## src/rtl/rx_ctrl_pkg.sv

```systemverilog
// rx_ctrl_pkg
//   Shared types and defaults for the OFDM receive acquisition controller.
//   - acq_state_e : acquisition state encoding, visible on ostate
//   - rx_cfg_t    : M/SS/BW configuration bundle
//   - *_DEF       : default timing parameters for a 1024+32 symbol, 50-symbol frame
//   - cnt_width() : width of the frame-period counter
package rx_ctrl_pkg;

   typedef enum logic [2:0] {
      ST_RESET_DP = 3'd0,
      ST_SEARCH   = 3'd1,
      ST_VERIFY   = 3'd2,
      ST_LOCKED   = 3'd3
   } acq_state_e;

   typedef struct packed {
      logic [2:0] m;
      logic [3:0] ss;
      logic [2:0] bw;
   } rx_cfg_t;

   localparam int unsigned SYM_LEN_DEF   = 1056;
   localparam int unsigned FRAME_SYM_DEF = 50;
   localparam int unsigned TOL_DEF       = 4;
   localparam int unsigned LOCK_CNT_DEF  = 3;
   localparam int unsigned MISS_MAX_DEF  = 2;
   localparam int unsigned RST_HOLD_DEF  = 16;

   // The counter must reach P+tol and one saturation value beyond it.
   function automatic int unsigned cnt_width(input int unsigned period, input int unsigned tol);
      return $clog2(period + tol + 2);
   endfunction

endpackage

```

## src/rtl/rx_acq_timer.sv

```systemverilog
// rx_acq_timer
//   Frame-period counter. Counts cycles since the last accepted sop and
//   flags where the current cycle sits relative to the expected period.
//   Ports:
//     clk, rst       : clock, asynchronous active-low reset
//     iclr           : force count to 0 (highest priority)
//     iload_one      : accepted sop, count restarts at 1
//     iload_fly      : flywheel after a missed sop, count restarts at tol+1
//     oin_win        : P-tol <= cnt <= P+tol
//     oearly         : cnt <  P-tol
//     otimeout       : cnt == P+tol (caller decides whether a sop overrides it)
module rx_acq_timer #(
   parameter int unsigned pPERIOD = 52800,
   parameter int unsigned pTOL    = 4,
   parameter int unsigned pCNT_W  = 16
) (
   input  logic clk,
   input  logic rst,
   input  logic iclr,
   input  logic iload_one,
   input  logic iload_fly,
   output logic oin_win,
   output logic oearly,
   output logic otimeout
);

   localparam logic [pCNT_W-1:0] WIN_LO  = pCNT_W'(pPERIOD - pTOL);
   localparam logic [pCNT_W-1:0] WIN_HI  = pCNT_W'(pPERIOD + pTOL);
   localparam logic [pCNT_W-1:0] CNT_SAT = pCNT_W'(pPERIOD + pTOL + 1);
   // Reloading tol+1 at the timeout cycle (cnt = P+tol) makes the next
   // expected sop land exactly one period after the one that was missed.
   localparam logic [pCNT_W-1:0] FLY_VAL = pCNT_W'(pTOL + 1);

   logic [pCNT_W-1:0] cnt_q, cnt_d;

   always_comb begin
      cnt_d = cnt_q;
      if (iclr) begin
         cnt_d = '0;
      end else if (iload_one) begin
         cnt_d = pCNT_W'(1);
      end else if (iload_fly) begin
         cnt_d = FLY_VAL;
      end else if (cnt_q != CNT_SAT) begin
         cnt_d = cnt_q + pCNT_W'(1);
      end
   end

   always_ff @(posedge clk or negedge rst) begin
      if (!rst) begin
         cnt_q <= '0;
      end else begin
         cnt_q <= cnt_d;
      end
   end

   assign oearly   = (cnt_q < WIN_LO);
   assign oin_win  = (cnt_q >= WIN_LO) && (cnt_q <= WIN_HI);
   assign otimeout = (cnt_q == WIN_HI);

endmodule

```

## src/rtl/rx_acq_ctrl.sv

```systemverilog
// rx_acq_ctrl
//   Frame acquisition and sequencing controller for the OFDM receive chain.
//   Qualifies correlator sops against the frame period, declares lock/loss,
//   drives the datapath soft reset and applies config on frame boundaries.
//   Ports:
//     clk, rst                      : clock, asynchronous active-low reset
//     ienable                       : 0 drops to RESET_DP and holds off acquisition
//     isop_corr                     : raw correlator start-of-preamble pulse
//     idemap_sof                    : demapper start-of-frame (config boundary)
//     iindex_M/SS/BW                : requested configuration
//     ocfg_M/SS/BW, ocfg_upd        : active configuration, change pulse
//     odp_rst_n                     : datapath soft reset, active-low
//     ofrsync_sop                   : qualified sop to frame sync
//     olock, olost                  : locked level, lock-loss pulse
//     ostate                        : current state encoding
//
//   state     | meaning
//   ----------+----------------------------------------------------------
//   RESET_DP  | datapath held in reset for the hold time, then wait enable
//   SEARCH    | waiting for any correlator sop
//   VERIFY    | counting consecutive in-window sops towards lock
//   LOCKED    | forwarding in-window sops, flywheeling over missed ones
module rx_acq_ctrl
   import rx_ctrl_pkg::*;
#(
   parameter int unsigned pSYM_LEN   = SYM_LEN_DEF,
   parameter int unsigned pFRAME_SYM = FRAME_SYM_DEF,
   parameter int unsigned pTOL       = TOL_DEF,
   parameter int unsigned pLOCK_CNT  = LOCK_CNT_DEF,
   parameter int unsigned pMISS_MAX  = MISS_MAX_DEF,
   parameter int unsigned pRST_HOLD  = RST_HOLD_DEF
) (
   input  logic       clk,
   input  logic       rst,
   input  logic       ienable,
   input  logic       isop_corr,
   input  logic       idemap_sof,
   input  logic [2:0] iindex_M,
   input  logic [3:0] iindex_SS,
   input  logic [2:0] iindex_BW,
   output logic [2:0] ocfg_M,
   output logic [3:0] ocfg_SS,
   output logic [2:0] ocfg_BW,
   output logic       ocfg_upd,
   output logic       odp_rst_n,
   output logic       ofrsync_sop,
   output logic       olock,
   output logic       olost,
   output logic [2:0] ostate
);

   localparam int unsigned PERIOD  = pSYM_LEN * pFRAME_SYM;
   localparam int unsigned CNT_W   = cnt_width(PERIOD, pTOL);
   localparam int unsigned MATCH_W = $clog2(pLOCK_CNT + 1);
   localparam int unsigned MISS_W  = $clog2(pMISS_MAX + 1);
   localparam int unsigned HOLD_W  = $clog2(pRST_HOLD + 1);

   localparam logic [MATCH_W-1:0] MATCH_LOCK = MATCH_W'(pLOCK_CNT);
   localparam logic [MISS_W-1:0]  MISS_LOST  = MISS_W'(pMISS_MAX);
   // Hold counts down to zero; the exit edge is the one that sees zero, so
   // odp_rst_n stays low for exactly pRST_HOLD cycles.
   localparam logic [HOLD_W-1:0]  HOLD_INIT  = HOLD_W'(pRST_HOLD - 1);

   acq_state_e         state_q, state_d;
   logic [MATCH_W-1:0] match_q, match_d;
   logic [MISS_W-1:0]  miss_q, miss_d;
   logic [HOLD_W-1:0]  hold_q, hold_d;
   rx_cfg_t            cfg_q, cfg_d;
   logic               cfg_upd_q, cfg_upd_d;
   logic               dp_rst_n_q, dp_rst_n_d;
   logic               frsync_sop_q, frsync_sop_d;
   logic               lock_q, lock_d;
   logic               lost_q, lost_d;

   logic               enter_rst;
   logic               tmr_clr, tmr_load_one, tmr_load_fly;
   logic               in_win, early, timeout;
   logic [MATCH_W-1:0] match_inc;
   logic [MISS_W-1:0]  miss_inc;

   rx_acq_timer #(
      .pPERIOD (PERIOD),
      .pTOL    (pTOL),
      .pCNT_W  (CNT_W)
   ) u_timer (
      .clk       (clk),
      .rst       (rst),
      .iclr      (tmr_clr),
      .iload_one (tmr_load_one),
      .iload_fly (tmr_load_fly),
      .oin_win   (in_win),
      .oearly    (early),
      .otimeout  (timeout)
   );

   assign match_inc = match_q + MATCH_W'(1);
   assign miss_inc  = miss_q + MISS_W'(1);

   always_comb begin
      state_d      = state_q;
      match_d      = match_q;
      miss_d       = miss_q;
      hold_d       = hold_q;
      dp_rst_n_d   = 1'b1;
      frsync_sop_d = 1'b0;
      lost_d       = 1'b0;
      tmr_clr      = 1'b0;
      tmr_load_one = 1'b0;
      tmr_load_fly = 1'b0;
      enter_rst    = 1'b0;

      if (!ienable && (state_q != ST_RESET_DP)) begin
         enter_rst = 1'b1;
      end else begin
         case (state_q)
            ST_RESET_DP: begin
               tmr_clr = 1'b1;
               match_d = '0;
               miss_d  = '0;
               if (hold_q != '0) begin
                  hold_d     = hold_q - HOLD_W'(1);
                  dp_rst_n_d = 1'b0;
               end else if (ienable) begin
                  state_d = ST_SEARCH;
               end
            end

            ST_SEARCH: begin
               if (isop_corr) begin
                  state_d      = ST_VERIFY;
                  match_d      = MATCH_W'(1);
                  tmr_load_one = 1'b1;
               end
            end

            ST_VERIFY: begin
               if (isop_corr) begin
                  tmr_load_one = 1'b1;
                  if (in_win && !early) begin
                     match_d = match_inc;
                     if (match_inc == MATCH_LOCK) begin
                        state_d      = ST_LOCKED;
                        miss_d       = '0;
                        frsync_sop_d = 1'b1;
                     end
                  end else begin
                     match_d = MATCH_W'(1);
                  end
               end else if (timeout) begin
                  state_d = ST_SEARCH;
                  match_d = '0;
               end
            end

            ST_LOCKED: begin
               // Out-of-window sops fall through and are ignored; a sop
               // on the timeout cycle is in-window and wins.
               if (isop_corr && in_win) begin
                  frsync_sop_d = 1'b1;
                  miss_d       = '0;
                  tmr_load_one = 1'b1;
               end else if (timeout) begin
                  if (miss_inc == MISS_LOST) begin
                     lost_d    = 1'b1;
                     enter_rst = 1'b1;
                  end else begin
                     miss_d       = miss_inc;
                     tmr_load_fly = 1'b1;
                  end
               end
            end

            default: enter_rst = 1'b1;
         endcase
      end

      if (enter_rst) begin
         state_d    = ST_RESET_DP;
         hold_d     = HOLD_INIT;
         dp_rst_n_d = 1'b0;
         tmr_clr    = 1'b1;
         match_d    = '0;
         miss_d     = '0;
      end

      lock_d = (state_d == ST_LOCKED);
   end

   // Config follows the request until lock, then only moves on frame starts
   // so the chain never sees a mid-frame change.
   always_comb begin
      cfg_d = cfg_q;
      if ((state_q != ST_LOCKED) || idemap_sof) begin
         cfg_d = {iindex_M, iindex_SS, iindex_BW};
      end
      cfg_upd_d = (cfg_d != cfg_q);
   end

   always_ff @(posedge clk or negedge rst) begin
      if (!rst) begin
         state_q      <= ST_RESET_DP;
         match_q      <= '0;
         miss_q       <= '0;
         hold_q       <= HOLD_INIT;
         cfg_q        <= '0;
         cfg_upd_q    <= 1'b0;
         dp_rst_n_q   <= 1'b0;
         frsync_sop_q <= 1'b0;
         lock_q       <= 1'b0;
         lost_q       <= 1'b0;
      end else begin
         state_q      <= state_d;
         match_q      <= match_d;
         miss_q       <= miss_d;
         hold_q       <= hold_d;
         cfg_q        <= cfg_d;
         cfg_upd_q    <= cfg_upd_d;
         dp_rst_n_q   <= dp_rst_n_d;
         frsync_sop_q <= frsync_sop_d;
         lock_q       <= lock_d;
         lost_q       <= lost_d;
      end
   end

   assign ocfg_M      = cfg_q.m;
   assign ocfg_SS     = cfg_q.ss;
   assign ocfg_BW     = cfg_q.bw;
   assign ocfg_upd    = cfg_upd_q;
   assign odp_rst_n   = dp_rst_n_q;
   assign ofrsync_sop = frsync_sop_q;
   assign olock       = lock_q;
   assign olost       = lost_q;
   assign ostate      = state_q;

endmodule

```

## config.mk

```make
export PLATFORM = sky130hd
export DESIGN_NAME = rx_acq_ctrl
export DESIGN_NICKNAME = d
export VERILOG_FILES = /design/src/rtl/rx_ctrl_pkg.sv /design/src/rtl/rx_acq_timer.sv /design/src/rtl/rx_acq_ctrl.sv
export SDC_FILE = /design/constraint.sdc
export NUM_CORES = 1
export LEC_CHECK = 0
export CAP_MARGIN = 20
export CORE_ASPECT_RATIO = 1.75
export CORE_MARGIN = 4
export CORE_UTILIZATION = 30
export DETAILED_ROUTE_END_ITERATION = 7
export SLEW_MARGIN = 5
export SYNTH_ARGS = -nofsm -noshare
export SYNTH_HDL_FRONTEND = slang
export SYNTH_SLANG_ARGS = --single-unit
```

## constraint.sdc

```tcl
create_clock -name clk -period 2.1 [get_ports clk]
set_clock_uncertainty 0.05 [all_clocks]
set_input_delay 0.63 -clock clk [delete_from_list [all_inputs] [get_ports clk]]
set_output_delay 0.63 -clock clk [all_outputs]
set_load 0.05 [all_outputs]
```

[Word level (Yosys, flattened, before mapping)]
Index checks and enable logic that the tools add are counted.
Storage, ports and cells
  flip-flop bits (word level): 43
  bits in latches: 0
  bits in writable memories: 0
  bits in read-only memories: 0
  input bits: 15
  logic and storage cells: 121
  memories kept: 0
Cells by class
  $add $sub $neg: 4
  multipliers: 0
  divide/modulo/power cells: 0
  magnitude comparators: 3
  equal/unequal tests: 18
  shifts and indexed selects: 0
  multiplexer cells: 63
  bitwise operators: 0
  reductions and logical operators: 20
Operators with widths (number)
  $mux W16: 4
  $mux W2: 14
  $mux W3: 9
  $mux W1: 25
  $mux W5: 4
  $add A16 B1 Y16 const B: 1
  $eq A16 B16 Y1 const B: 1
  $ge A16 B16 Y1 const B: 1
  $le A16 B16 Y1 const B: 1
  $lt A16 B16 Y1 const B: 1
  $ne A16 B16 Y1 const B: 1
  $ne A3 B3 Y1 const B: 4
  $ne A4 B4 Y1 const B: 3
  $pmux W2 S3: 2
  $reduce_bool A4 Y1: 3
  $mux W10: 1
  $ne A10 B10 Y1: 1
  $eq A3 B2 Y1 const B: 3
  $pmux W3 S3: 1
  $reduce_and A7 Y1: 1
  $pmux W1 S2: 3
  $reduce_bool A5 Y1: 1
  $sub A5 B1 Y5 const B: 1
  $add A2 B1 Y2 const B: 2
  14 further kinds: 20

[Longest topological paths before layout]
  word-level depth: 10
  mapped depth: 8

[Hierarchy]
A second synthesis with hierarchy kept.
Second synthesis, totals
  cell total of the unflattened synthesis: 256
  area total of the unflattened synthesis: 2487.4 um2
Modules (own cells, without submodules)
  rx_acq_ctrl: times used 1, cells an instance 145, area each 1476.4 um2, sequential area each 680.7 um2
  rx_acq_timer: times used 1, cells an instance 111, area each 1011.0 um2, sequential area each 400.4 um2

[Worst setup path before layout]
No wires, ideal clock.
  path type: register to register
  start: reg u_timer.cnt_q[7]
  end: reg u_timer.cnt_q[10]
  setup time: 119 ps
  arrival time: 2078 ps
  required time: 1931 ps
  setup slack: -147 ps
  stages on the path, launching flop included: 7
  path buffers: 2
  period minus slack after synthesis: 2247 ps
  cell sequence: dfrtp_1 > or4_1 > buf_2 > or4_4 > o211ai_2 > buf_6 > nor2_1
Between the ends
  cells in the longest elaborated chain, start to end: 9
RTL lines
  start: declaration: line rx_acq_timer.sv:34  | logic [pCNT_W-1:0] cnt_q, cnt_d;
  start signal: assignment: line rx_acq_timer.sv:53  | cnt_q <= cnt_d;
  $ge A16 B16 Y1 / $le A16 B16 Y1 (equally long branches): line rx_acq_timer.sv:58  | assign oin_win = (cnt_q >= WIN_LO) && (cnt_q <= WIN_HI);
  $logic_and A1 B1 Y1: line rx_acq_timer.sv:58
  $logic_and A1 B1 Y1: line rx_acq_ctrl.sv:158  | if (isop_corr && in_win) begin
  $mux W1: line rx_acq_ctrl.sv:158
  $mux W1: line rx_acq_ctrl.sv:115  | case (state_q)
  $mux W1: line rx_acq_ctrl.sv:112  | if (!ienable && (state_q != ST_RESET_DP)) begin
  $mux W16: line rx_acq_timer.sv:42  | end else if (iload_fly) begin
  $mux W16: line rx_acq_timer.sv:40  | end else if (iload_one) begin
  $mux W16: line rx_acq_timer.sv:38  | if (iclr) begin
Parallel ways exist; a longest one is shown, timed or not. The select of a mux whose other input is x is not followed.
A chain may end at the register's enable or synchronous reset.

[Worst setup path in the final report]
  start: reg u_timer.cnt_q[3]
  end: reg miss_q[1]
Between the ends
  cells in the longest elaborated chain, start to end: 8
RTL lines
  $ge A16 B16 Y1 / $le A16 B16 Y1 (equally long branches): line rx_acq_timer.sv:58
  $logic_and A1 B1 Y1: line rx_acq_timer.sv:58
  $logic_and A1 B1 Y1: line rx_acq_ctrl.sv:158
  $mux W1: line rx_acq_ctrl.sv:158
  $pmux W1 S2: line rx_acq_ctrl.sv:115
  $mux W1: line rx_acq_ctrl.sv:112
  $ne A4 B4 Y1 (no source line), or another cell as far along
  $reduce_and A7 Y1 (no source line)
  end signal: assignment: line rx_acq_ctrl.sv:214  | miss_q <= miss_d;
  end: declaration: line rx_acq_ctrl.sv:66  | logic [MISS_W-1:0] miss_q, miss_d;
Parallel ways exist; a longest one is shown, timed or not. The select of a mux whose other input is x is not followed.

==> results.md <==
Yosys:
- The share of synthesized area in the top cell type comes to 0.3990.
- The synthesized netlist net count is 275.
- The flip-flop and latch count after synthesis is 43.
- Of the synthesized area, sequential elements account for 0.4419.
- The area of the mapped netlist is 0.002446 mm^2.
- The number of enable-type register cells in the synthesized netlist is 0.
- Of the post-synthesis cell area, the part taken by muxes is 0.05013.
- The dominant synthesized flop cell is sky130_fd_sc_hd__dfrtp_1.
- Of all cell types, the one taking the most synthesized area is sky130_fd_sc_hd__dfrtp_1.
- Counting distinct cell types in the post-synthesis netlist gives 50.
- The number of standard cells after synthesis is 254.
- Of the total synthesized cell area, the portion taken by full adders, half adders and majority gates is 0.03069.
- Dividing the synthesized area by the synthesized cell count gives 9.630 um^2.
- The xor/xnor cell area share of the yosys netlist is 0.09309.
- By area, the combinational part of the netlist is dominated by simple AND/OR/NAND/NOR gates.
- The synthesized-area fraction occupied by ao, oa, aoi and oai cells came to 0.1043.
- The simple-gate area share of the yosys netlist is 0.2455.
- For this run, the number of Yosys warnings is 0.
- For this run, asynchronously set or reset flops after synthesis account for 1.000.
- By area the synthesized netlist is led by sky130_fd_sc_hd__dfrtp_1 (40%), sky130_fd_sc_hd__xnor2_1 (5.4%), sky130_fd_sc_hd__nor2_1 (4.8%).

Critical path:
- The data arrival time at the worst-slack endpoint is 2310 ps.
- The worst setup path is launched from a flop.
- The worst register-to-register path has a setup slack of -50 ps.
- For this run, the slowest stage of the critical path takes 600 ps.
- The cell family with the largest share of critical-path delay is simple AND/OR/NAND/NOR gates.
- The largest fanout of any net on the critical path is 4.
- The endpoint of the worst-slack reg-to-reg timing path is miss_q[1]$_DFFE_PN0P_.
- The element type at the critical path end is a flop.
- The critical path contains buffers and inverters numbering 0 combined.
- The worst register-to-register path begins at u_timer.cnt_q[3]$_DFFE_PN0P_.
- The cell with the largest stage delay on the worst path is sky130_fd_sc_hd__or4_4.
- The critical path goes through or4b_4 -> or4_4 -> a211oi_4 -> a22oi_1 -> o21ai_1.
- The critical path is of the reg -> reg type.
- For the worst setup path, the data required time is 2260 ps.
- The depth of the most critical reg-to-reg path is 5.

Run status:
- The checks that failed: setup timing.
- The run finished, with violations left.

Drt:
- For this block, the via count after detailed routing is 2,119.
- The first routing iteration left 119 violations.
- The detail-routed net length per standard cell is 14.79 um.
- The number of search-and-repair iterations in the first detailed-routing pass is 4.
- The total length of routed wires is 6167 um.
- For this run, design rule violations remaining after detail routing come to 0.
- The remaining antenna violation count after routing is 0.
- The routed via count divided by cell count is 5.082.

Layout:
- The register cell area after layout is 0.001081 mm^2.
- The count of non-filler cells in the finished layout is 417.
- In the final layout, the share of cells above drive strength 1 is 0.3211.
- The multi-input combinational cells in the finished layout cover a total of 0.001401 mm^2.
- Once layout is complete, the utilization of the core stands at 0.4340.
- The area growth from synthesis to layout is 41.28%.
- The layout filler cell count is 781.
- At the end of the flow, the number of nets in the layout was 348.
- 0 antenna diodes ended up in the layout.

Placed design:
- The final weighted congestion in routability-driven placement is 0.8355.
- The cell total after placement is 407.
- The number of buffers inserted by port buffering is 32.
- The HPWL after detailed placement is 4720 um.

Power:
- The power density over the cells is 609.0 mW/mm^2.
- The combinational group share of total power is 0.174.
- Summed over all cells, the static leakage comes to 1.436 nW.
- The switching part of the total is 0.2519.
- The clock group share of total power is 0.408.
- The total power of the final layout is 0.002104 W.
- Internal power comes to 0.001574 W.
- The reported net switching power is 0.0005301 W.
- The largest voltage drop on the vdd net is 0.0003011 V.
- The proportion of power drawn by flip-flops and latches is 0.418.

Clock tree:
- The clock sink count is 43.
- The number of clock buffers added by TritonCTS is 5.
- Clock tree synthesis selected as its root buffer the cell sky130_fd_sc_hd__clkbuf_16.
- The buffer levels on the longest clock path is 2.
- The maximum level of the CTS H-tree is 2.
- For this design, the CTS-stage hold fixing added 0 buffers.
- After clock tree synthesis, the clock-pin slew on the worst setup and hold paths is 60 ps.
- The clock latency on the worst-skew pair is 290 ps.
- TritonCTS built the clock tree.

Flow run:
- The number of maximum-capacitance violations is 0.

Die:
- The total die area is 0.009719 mm^2.
- The core region is 0.007963 mm^2.
- The floorplan step set the die height to 127.5 um.
- After floorplanning, the core was divided into 43 placement rows.
- For this configuration, the core starts out at a cell density of 0.3072.
- The overall die width is 76.26 um.
- The number of top-level design ports is 33.

Global routing:
- The global-route wire length before repair is 10,250 um.
- The all-layer global routing usage is 0.1331.
- The via count of the first global-routing pass came to 2,176.
- The initial antenna violation count is 0.
- The total overflow left after global routing is 0.
- Entering global routing, the biggest net connects 28 pins.

STA:
- The headroom to the max-slew limit is 0.6252.
- The final max-slew violation count is 0.
- The minimum hold slack is 222.6 ps.
- After layout, the minimum clock period comes to 2149 ps.
- Summed over all failing endpoints, the final setup total negative slack is -352.3 ps.
- The worst path setup slack after routing is -49.35 ps.
- The highest clock rate is 0.4653 GHz.
- Setup repair after global routing could not meet its margin everywhere.
- At the pin with the least slew margin, the transition time is 554.4 ps.
- Dividing the final minimum period by the clock period gives 1.024.
- Setup violations remaining at the end of the flow were counted as 19.
- The final number of hold-violating endpoints came to 0.

Worst hold path:
- The type of the tightest min-delay check is in -> async.
-- cells by family after synthesis --
family | count (synthesis)
simple gates | 109
flops | 43
compound gates | 39
xor+xnor | 26
buf+inv | 19
mux | 11
fa+ha+maj | 6
other cells | 1
-- power groups by stage --
stage	clock [W]	combinational, W	sequential (W)
3_3_place_gp	0	0.000354	0.000893
4_1_cts	0.000886	0.000358	0.000880
5_1_grt	0.000924	0.000397	0.000883
6_report	0.000858	0.000367	0.000880
2_1_floorplan	0	0.000117	0.000967
3_5_place_dp	0	0.000356	0.000895
-- per-layer routing --
metal / track usage / vias to the layer above / share of wire
met5: 0 / - / 0
li1: - / 1043 / -
met1: 0.1263 / 1027 / 0.36
met3: 0.02609 / 10 / 0.028
met4: 0.06830 / 0 / 0.027
met2: 0.2644 / 39 / 0.58
-- through the flow --
step	setup WS [ps]	area, um^2
finish	-49.35	3456
global route	-149.6	3456
CTS	-74.13	3363
detailed placement	-194.1	3171
global placement	-209.2	3171
floorplan	-59.76	2465
-- cell usage in the layout (no fill, tap or decap), types with 3 or more instances in the layout --
| master | count |
|---|---|
| sky130_fd_sc_hd__a21oi_1 | 7 |
| sky130_fd_sc_hd__a21oi_2 | 4 |
| sky130_fd_sc_hd__and3_1 | 4 |
| sky130_fd_sc_hd__buf_12 | 6 |
| sky130_fd_sc_hd__buf_4 | 54 |
| sky130_fd_sc_hd__clkbuf_16 | 5 |
| sky130_fd_sc_hd__clkdlybuf4s50_1 | 13 |
| sky130_fd_sc_hd__dfrtp_1 | 39 |
| sky130_fd_sc_hd__dfstp_2 | 4 |
| sky130_fd_sc_hd__ha_1 | 6 |
| sky130_fd_sc_hd__inv_1 | 11 |
| sky130_fd_sc_hd__mux2_2 | 10 |
| sky130_fd_sc_hd__nand2_1 | 13 |
| sky130_fd_sc_hd__nand2b_1 | 4 |
| sky130_fd_sc_hd__nand3_1 | 11 |
| sky130_fd_sc_hd__nand4_1 | 6 |
| sky130_fd_sc_hd__nor2_1 | 30 |
| sky130_fd_sc_hd__nor2b_1 | 7 |
| sky130_fd_sc_hd__nor3_1 | 7 |
| sky130_fd_sc_hd__nor4_1 | 3 |
| sky130_fd_sc_hd__o21ai_0 | 5 |
| sky130_fd_sc_hd__xnor2_1 | 15 |
| sky130_fd_sc_hd__xor2_1 | 11 |
-- worst reg2reg max path: cells and delay by family, from the launching register on --
kind | cells | cell delay [ps]
DFF | 1 | 380
and+or+nand+nor | 2 | 1180
AOI/OAI and AO/OA | 3 | 470
-- Yosys cell counts (3+ instances only) --
library cell,number
sky130_fd_sc_hd__dfrtp_1,39
sky130_fd_sc_hd__nor2_1,31
sky130_fd_sc_hd__xnor2_1,15
sky130_fd_sc_hd__nand2_1,13
sky130_fd_sc_hd__nand3_1,13
sky130_fd_sc_hd__a21oi_1,11
sky130_fd_sc_hd__inv_1,11
sky130_fd_sc_hd__xor2_1,11
sky130_fd_sc_hd__mux2_2,10
sky130_fd_sc_hd__o21ai_0,8
sky130_fd_sc_hd__nor2b_1,7
sky130_fd_sc_hd__nor3_1,7
sky130_fd_sc_hd__ha_1,6
sky130_fd_sc_hd__nand4_1,6
sky130_fd_sc_hd__and3_1,5
sky130_fd_sc_hd__clkbuf_1,5
sky130_fd_sc_hd__nand2b_1,5
sky130_fd_sc_hd__dfstp_2,4
sky130_fd_sc_hd__nor4_1,4
sky130_fd_sc_hd__a21boi_0,3
-- what timing repair did --
action	in CTS	in global routing
gates resized for setup	7	17
buffers inserted	0	3
pin swaps	4	6
endpoints found under the setup margin	29	27
gates cloned	0	0
-- layout make-up --
cell class	instances	area share
inverter	11	0.01195
clock buffer	6	0.03729
sequential	43	0.3128
timing repair buffer	74	0.1912
clock inverter	1	0.008689
tap	90	0.03259
multi-input combinational	192	0.4055
-- sequential cells by signal, indices dropped and copies added, names as in the netlist --
signal,flops
ocfg_upd,1
miss_q,2
match_q,2
ocfg_SS,4
hold_q,5
u_timer.cnt_q,16
ocfg_M,3
odp_rst_n,1
ofrsync_sop,1
ocfg_BW,3
olost,1
ostate,3
olock,1
-- worst max path at each step --
stage | start | endpoint | cells past startpoint
after floorplan | u_timer.cnt_q[8]$_DFFE_PN0P_ | u_timer.cnt_q[10]$_DFFE_PN0P_ | 6
after global placement | u_timer.cnt_q[13]$_DFFE_PN0P_ | ostate[0]$_DFF_PN0_ | 6
after detailed placement | u_timer.cnt_q[13]$_DFFE_PN0P_ | ostate[0]$_DFF_PN0_ | 6
after CTS | u_timer.cnt_q[4]$_DFFE_PN0P_ | miss_q[1]$_DFFE_PN0P_ | 5
after global routing | u_timer.cnt_q[3]$_DFFE_PN0P_ | miss_q[0]$_DFFE_PN0P_ | 5
final | u_timer.cnt_q[3]$_DFFE_PN0P_ | miss_q[1]$_DFFE_PN0P_ | 5
Note: power is estimated with default switching activity, not from simulation.
